==> src/rtl/fp_mult_arbiter_if.sv <==
// fp_mult_arbiter_if: requester request/response channels plus the core's AXI-stream channels
interface fp_mult_arbiter_if #(
    parameter int NUM_REQ = 4,
    parameter int DATA_W  = 32
);
    logic [NUM_REQ-1:0]        req_valid, req_ready, rsp_valid, rsp_ready;
    logic [NUM_REQ*DATA_W-1:0] req_a, req_b;
    logic [DATA_W-1:0]         rsp_data;
    logic                      m_axis_a_tvalid, m_axis_a_tready;
    logic [DATA_W-1:0]         m_axis_a_tdata;
    logic                      m_axis_b_tvalid, m_axis_b_tready;
    logic [DATA_W-1:0]         m_axis_b_tdata;
    logic                      s_axis_result_tvalid, s_axis_result_tready;
    logic [DATA_W-1:0]         s_axis_result_tdata;
    modport slave (
        input  req_valid, req_a, req_b, rsp_ready,
        input  m_axis_a_tready, m_axis_b_tready, s_axis_result_tvalid, s_axis_result_tdata,
        output req_ready, rsp_valid, rsp_data,
        output m_axis_a_tvalid, m_axis_a_tdata, m_axis_b_tvalid, m_axis_b_tdata, s_axis_result_tready
    );
    modport master (
        output req_valid, req_a, req_b, rsp_ready,
        output m_axis_a_tready, m_axis_b_tready, s_axis_result_tvalid, s_axis_result_tdata,
        input  req_ready, rsp_valid, rsp_data,
        input  m_axis_a_tvalid, m_axis_a_tdata, m_axis_b_tvalid, m_axis_b_tdata, s_axis_result_tready
    );
endinterface

==> src/rtl/fp_mult_arbiter.sv <==
// fp_mult_arbiter: round-robin sharing of one fp multiplier core among NUM_REQ requesters,
// with an in-order tag FIFO steering each result back to the requester that issued it
module fp_mult_arbiter #(
    parameter int NUM_REQ = 4,
    parameter int DATA_W  = 32,
    parameter int MAX_OUT = 8
) (
    input  logic                     i_clk,
    input  logic                     i_rst,
    fp_mult_arbiter_if.slave         bus,
    output logic [$clog2(MAX_OUT):0] o_outstanding,
    output logic                     o_err
);
    localparam int IW = $clog2(NUM_REQ);
    localparam int PW = $clog2(MAX_OUT);
    localparam logic [0:0] IDLE = 1'b0, ISSUE = 1'b1;

    logic [0:0]    state;
    logic [IW-1:0] grant, last, pick, idx, head;
    logic          found, a_done, b_done, a_fin, b_fin, issue_done, full, empty, pop;
    logic [IW-1:0] tags [MAX_OUT];
    logic [PW-1:0] wr_ptr, rd_ptr;

    // first valid requester after the last grant, wrapping
    always_comb begin
        pick = last;
        idx = '0;
        found = 1'b0;
        for (int k = 1; k <= NUM_REQ; k++) begin
            idx = IW'((int'(last) + k) % NUM_REQ);
            if (!found && bus.req_valid[idx]) begin
                found = 1'b1;
                pick = idx;
            end
        end
    end

    // a handshake in the current cycle already counts toward completion
    assign a_fin      = a_done | (bus.m_axis_a_tvalid & bus.m_axis_a_tready);
    assign b_fin      = b_done | (bus.m_axis_b_tvalid & bus.m_axis_b_tready);
    assign issue_done = (state == ISSUE) & a_fin & b_fin;
    assign empty      = o_outstanding == '0;
    assign full       = o_outstanding == (PW+1)'(MAX_OUT);
    assign head       = tags[rd_ptr];
    assign pop        = bus.s_axis_result_tvalid & bus.s_axis_result_tready & ~empty;
    assign bus.rsp_data = bus.s_axis_result_tdata;

    // with no tag outstanding a result is stray: drain it and route it nowhere
    always_comb begin
        bus.req_ready = issue_done ? NUM_REQ'(1) << grant : '0;
        bus.rsp_valid = (bus.s_axis_result_tvalid && !empty) ? NUM_REQ'(1) << head : '0;
        bus.s_axis_result_tready = empty ? 1'b1 : bus.rsp_ready[head];
    end

    always_ff @(posedge i_clk or posedge i_rst) begin
        if (i_rst) begin
            state <= IDLE;
            grant <= '0;
            last <= IW'(NUM_REQ - 1);
            a_done <= 1'b0;
            b_done <= 1'b0;
            bus.m_axis_a_tvalid <= 1'b0;
            bus.m_axis_b_tvalid <= 1'b0;
            bus.m_axis_a_tdata <= '0;
            bus.m_axis_b_tdata <= '0;
            wr_ptr <= '0;
            rd_ptr <= '0;
            o_outstanding <= '0;
            o_err <= 1'b0;
        end else begin
            if (state == IDLE) begin
                if (found && !full) begin
                    grant <= pick;
                    bus.m_axis_a_tdata <= bus.req_a[pick*DATA_W +: DATA_W];
                    bus.m_axis_b_tdata <= bus.req_b[pick*DATA_W +: DATA_W];
                    bus.m_axis_a_tvalid <= 1'b1;
                    bus.m_axis_b_tvalid <= 1'b1;
                    a_done <= 1'b0;
                    b_done <= 1'b0;
                    state <= ISSUE;
                end
            end else begin
                if (bus.m_axis_a_tvalid && bus.m_axis_a_tready) begin
                    bus.m_axis_a_tvalid <= 1'b0;
                    a_done <= 1'b1;
                end
                if (bus.m_axis_b_tvalid && bus.m_axis_b_tready) begin
                    bus.m_axis_b_tvalid <= 1'b0;
                    b_done <= 1'b1;
                end
                if (issue_done) begin
                    last <= grant;
                    state <= IDLE;
                end
            end
            if (issue_done)
                wr_ptr <= wr_ptr + 1'b1;
            if (pop)
                rd_ptr <= rd_ptr + 1'b1;
            if (issue_done != pop)
                o_outstanding <= issue_done ? o_outstanding + 1'b1 : o_outstanding - 1'b1;
            if (bus.s_axis_result_tvalid && empty)
                o_err <= 1'b1;
        end
    end

    always_ff @(posedge i_clk)
        if (issue_done)
            tags[wr_ptr] <= grant;
endmodule

==> src/flat_wrapper.sv <==
// flat-port wrapper written by rule: the top's interface ports become plain ports
module fp_mult_arbiter_flat 
#(
    parameter int NUM_REQ = 4,
    parameter int DATA_W  = 32,
    parameter int MAX_OUT = 8
)
  (i_clk, i_rst, o_outstanding, o_err, bus_req_valid, bus_req_a, bus_req_b, bus_rsp_ready, bus_m_axis_a_tready, bus_m_axis_b_tready, bus_s_axis_result_tvalid, bus_s_axis_result_tdata, bus_req_ready, bus_rsp_valid, bus_rsp_data, bus_m_axis_a_tvalid, bus_m_axis_a_tdata, bus_m_axis_b_tvalid, bus_m_axis_b_tdata, bus_s_axis_result_tready);
  fp_mult_arbiter_if #(.NUM_REQ(NUM_REQ), .DATA_W(DATA_W)) bus_i ();
  input  logic i_clk;
  input  logic i_rst;
  output logic [$clog2(MAX_OUT):0] o_outstanding;
  output logic o_err;
  input wire logic [$bits(bus_i.req_valid)-1:0] bus_req_valid;
  input wire logic [$bits(bus_i.req_a)-1:0] bus_req_a;
  input wire logic [$bits(bus_i.req_b)-1:0] bus_req_b;
  input wire logic [$bits(bus_i.rsp_ready)-1:0] bus_rsp_ready;
  input wire logic [$bits(bus_i.m_axis_a_tready)-1:0] bus_m_axis_a_tready;
  input wire logic [$bits(bus_i.m_axis_b_tready)-1:0] bus_m_axis_b_tready;
  input wire logic [$bits(bus_i.s_axis_result_tvalid)-1:0] bus_s_axis_result_tvalid;
  input wire logic [$bits(bus_i.s_axis_result_tdata)-1:0] bus_s_axis_result_tdata;
  output wire logic [$bits(bus_i.req_ready)-1:0] bus_req_ready;
  output wire logic [$bits(bus_i.rsp_valid)-1:0] bus_rsp_valid;
  output wire logic [$bits(bus_i.rsp_data)-1:0] bus_rsp_data;
  output wire logic [$bits(bus_i.m_axis_a_tvalid)-1:0] bus_m_axis_a_tvalid;
  output wire logic [$bits(bus_i.m_axis_a_tdata)-1:0] bus_m_axis_a_tdata;
  output wire logic [$bits(bus_i.m_axis_b_tvalid)-1:0] bus_m_axis_b_tvalid;
  output wire logic [$bits(bus_i.m_axis_b_tdata)-1:0] bus_m_axis_b_tdata;
  output wire logic [$bits(bus_i.s_axis_result_tready)-1:0] bus_s_axis_result_tready;
  assign bus_i.req_valid = bus_req_valid;
  assign bus_i.req_a = bus_req_a;
  assign bus_i.req_b = bus_req_b;
  assign bus_i.rsp_ready = bus_rsp_ready;
  assign bus_i.m_axis_a_tready = bus_m_axis_a_tready;
  assign bus_i.m_axis_b_tready = bus_m_axis_b_tready;
  assign bus_i.s_axis_result_tvalid = bus_s_axis_result_tvalid;
  assign bus_i.s_axis_result_tdata = bus_s_axis_result_tdata;
  assign bus_req_ready = bus_i.req_ready;
  assign bus_rsp_valid = bus_i.rsp_valid;
  assign bus_rsp_data = bus_i.rsp_data;
  assign bus_m_axis_a_tvalid = bus_i.m_axis_a_tvalid;
  assign bus_m_axis_a_tdata = bus_i.m_axis_a_tdata;
  assign bus_m_axis_b_tvalid = bus_i.m_axis_b_tvalid;
  assign bus_m_axis_b_tdata = bus_i.m_axis_b_tdata;
  assign bus_s_axis_result_tready = bus_i.s_axis_result_tready;
  fp_mult_arbiter #(.NUM_REQ(NUM_REQ), .DATA_W(DATA_W), .MAX_OUT(MAX_OUT)) u_core (.i_clk(i_clk), .i_rst(i_rst), .bus(bus_i), .o_outstanding(o_outstanding), .o_err(o_err));
endmodule
==> config.mk <==
export PLATFORM = sky130hd
export DESIGN_NAME = fp_mult_arbiter_flat
export DESIGN_NICKNAME = d
export VERILOG_FILES = /design/src/rtl/fp_mult_arbiter_if.sv /design/src/rtl/fp_mult_arbiter.sv /design/src/flat_wrapper.sv
export SDC_FILE = /design/constraint.sdc
export NUM_CORES = 1
export LEC_CHECK = 0
export CORE_ASPECT_RATIO = 2
export CORE_MARGIN = 2
export CORE_UTILIZATION = 24
export DETAILED_ROUTE_END_ITERATION = 8
export PLACE_DENSITY = 0.68
export SLEW_MARGIN = 30
export SYNTH_ARGS = -nofsm -noshare
export SYNTH_HDL_FRONTEND = slang
export SYNTH_SLANG_ARGS = --single-unit
==> constraint.sdc <==
create_clock -name i_clk -period 5.5 [get_ports i_clk]
set_input_delay 1.65 -clock i_clk [delete_from_list [all_inputs] [get_ports i_clk]]
set_output_delay 1.65 -clock i_clk [all_outputs]
set_load 0.01 [all_outputs]
==> impl_metrics.json <==
{
  "rsz0062_at_grt": "no",
  "place_hpwl_um": 15800,
  "peakVddDrop_uv": 221,
  "crit_required_ns": 3.85,
  "diodes": 0,
  "final_net_count": 1013,
  "insertion_delay_ns": 0.37,
  "cts_hold_buffers": 0,
  "synthTopCellsByArea": "dfrtp_1 35%, mux4_2 25%, mux2_2 13%",
  "yosysMostFrequentCell": "dfrtp_1",
  "chipWidth_um": 115,
  "synth_top_area_share_pct": 34.7,
  "max-cap-violations": 0,
  "slew_headroom_pct": 39.2,
  "sw_frac_of_total_pct": 34.7,
  "synthTopCellsByCount": "82 x dfrtp_1, 66 x mux2_2, 66 x mux4_2",
  "fin_ws_ns": 0.362,
  "fin_tns_setup_ns": 0,
  "grt_pass1_wl_um": 28900,
  "synth-warning-count": 0,
  "place_worst_setup_slack_ns": 0.353,
  "powerDensity_nw_per_um2": 484,
  "drc": 0,
  "startpoint_type": "input pin",
  "p_int_mw": 3.10,
  "critPathMaxFanout": 7,
  "setup_viol": 0,
  "grt_max_degree": 65,
  "worstSetupPathType": "in2out",
  "status": "finished, final reports clean",
  "pwr-share-clk_pct": 12.7,
  "synth_area_leader_cell": "dfrtp_1",
  "drtIter0Drc": 127,
  "syn_inst": 398,
  "grt_pass1_vias": 5200,
  "gp_congestion": 0.796,
  "drt-pass1-iter-count": 4,
  "switchingPower_mw": 1.65,
  "arrival_ns": 3.49,
  "cts.htree.levels": 3,
  "comb_power_share_pct": 58.3,
  "postCtsSetupBuffers": 0,
  "timing.fmax_mhz": 195,
  "area_growth_syn_to_layout_pct": 66.2,
  "clockBufferDepth": 2,
  "layout-drive-gt1-share_pct": 23.8,
  "async_flop_share_pct": 84.0,
  "cts_resized": 0,
  "cts_tree": "done",
  "rows": 81,
  "power_mw": 4.75,
  "wirelength_um": 19500,
  "drt-vias-per-instance": 4.68,
  "path_clk_slew_ns": 0.06,
  "io_buffers": 348,
  "worst_pin_slew_ns": 0.912,
  "place_inst": 987,
  "ys_seq_area_share_pct": 43.8,
  "antenna_found_initial": 2,
  "slew_violations": 0,
  "r2r_setup_slack_ns": 2.65,
  "synth_edf_count": 16,
  "yosys_most_used_dff": "dfrtp_1",
  "hold_class": "reg2reg",
  "cts.sinks": 100,
  "dieArea_um2": 26000,
  "start_util_pct": 24.3,
  "finalCritPeriodShare_pct": 93.4,
  "ys_types": 45,
  "postRouteAntennaNets": 0,
  "die_h_um": 226,
  "synth.net_count": 703,
  "finalCriticalPeriod_ns": 5.14,
  "vias": 4692,
  "post-route-util_pct": 40.3,
  "cts_root_buffer": "clkbuf_16",
  "hold_viol_final": 0,
  "io_pins": 413,
  "finClkSkew_ns": 0.0101,
  "p_leak_nw": 3.69,
  "core-area_um2": 24300,
  "syn-cell-area_um2": 5910,
  "grt-ovfl-total": 0,
  "final_cells": 1003,
  "sequentialPowerShare_pct": 29.0,
  "wire_per_inst_um": 19.5,
  "syn_avg_cell_area_um2": 14.8,
  "grtUsageTotal_pct": 15.3,
  "endpoint_kind": "output pin",
  "synth_seq_cells": 100,
  "cts_made_buffers": 9
}
## metal layers
layer / wire, µm / global-route usage [%] / share of wire (%)
met1: 6300 / 15.1 / 32
met2: 11100 / 27.8 / 57
met3: 1280 / 3.86 / 6.5
met4: 850 / 9.41 / 4.3
met5: 21 / 0 / 0.11
## power groups by stage
stage          Clock, mW  Sequential (mW)  Combinational (mW)
2_1_floorplan          0             1.45                1.57
3_3_place_gp           0             1.38                2.79
3_5_place_dp           0             1.39                2.82
4_1_cts            0.641             1.39                2.83
5_1_grt            0.666             1.43                2.99
6_report           0.603             1.38                2.77
## sequential cells by signal (all words and copies together), names as in the netlist
signal                      count
u_core.a_done                   1
u_core.b_done                   1
u_core.bus.m_axis_a_tdata      32
u_core.bus.m_axis_a_tvalid      1
u_core.bus.m_axis_b_tdata      32
u_core.bus.m_axis_b_tvalid      1
u_core.grant                    2
u_core.last                     2
u_core.o_err                    1
u_core.o_outstanding            4
u_core.rd_ptr                   3
u_core.state                    1
u_core.tags                    16
u_core.wr_ptr                   3
## cell usage in the layout, fill, tap and decap left out, drive strengths merged, types with 2 or more instances in the layout
cell type,instances
a21o,4
mux4,68
nand2b,2
and3,3
dfrtp,82
nor3b,3
xnor2,7
nor2b,4
ha,4
clkdlybuf4s50,348
buf,10
nor4b,2
clkbuf,10
nand2,29
edfxtp,16
a21oi,4
mux2,71
nor2,8
clkinv,6
o21ai,5
nor3,5
nor4,2
inv,4
dfstp,2
a32o,2
## cells by family (layout without fill, tap and decap cells)
group | after synthesis | in the layout | share of synthesized area, %
AOI/OAI and AO/OA | 21 | 21 | 2.58
xor gates and xnor gates | 8 | 8 | 1.50
adders and majority gates | 5 | 5 | 1.02
buffers and inverters | 63 | 378 | 6.23
DFF | 100 | 100 | 43.8
muxes | 139 | 139 | 39.8
and+or+nand+nor | 62 | 62 | 5.11
## critical path, stage by stage
cell and delay [ns]:
clkdlybuf4s50_1 0.51, a21o_1 0.14, and3_1 0.30, buf_4 0.20, and3_1 0.16, clkdlybuf4s50_1 0.54
## stage by stage
| step | hold WS (ns) | cell area, µm² |
|---|---|---|
| 6_report | 0.466 | 9810 |
| 5_1_grt | 0.505 | 9810 |
| 4_1_cts | 0.475 | 9810 |
| 3_5_place_dp | 0.459 | 9540 |
| 3_3_place_gp | 0.441 | 9520 |
| 2_1_floorplan | 0.451 | 5910 |
## final cells by class
| type | instances | area [µm²] |
|---|---|---|
| Clock buffer | 10 | 229 |
| Clock inverter | 6 | 41.3 |
| Fill cell | 2318 | 14500 |
| Inverter | 4 | 18.8 |
| Multi-Input combinational cell | 235 | 2990 |
| Sequential cell | 100 | 2580 |
| Tap cell | 290 | 363 |
| Timing Repair Buffer | 358 | 3580 |
## final timing paths
path | start | end | cells past startpoint
max in group asynchronous | i_rst | u_core.bus.m_axis_a_tdata[27] | 4
setup reg to reg | u_core.rd_ptr[0] | u_core.o_outstanding[1] | 6
hold reg to reg | u_core.o_err | u_core.o_err | 1
setup / recovery | bus_m_axis_b_tready | bus_req_ready[3] | 6
hold / removal | u_core.o_err | u_core.o_err | 1
min in group asynchronous | i_rst | u_core.bus.m_axis_b_tdata[15] | 2
Power figures use the tool's default switching activity.
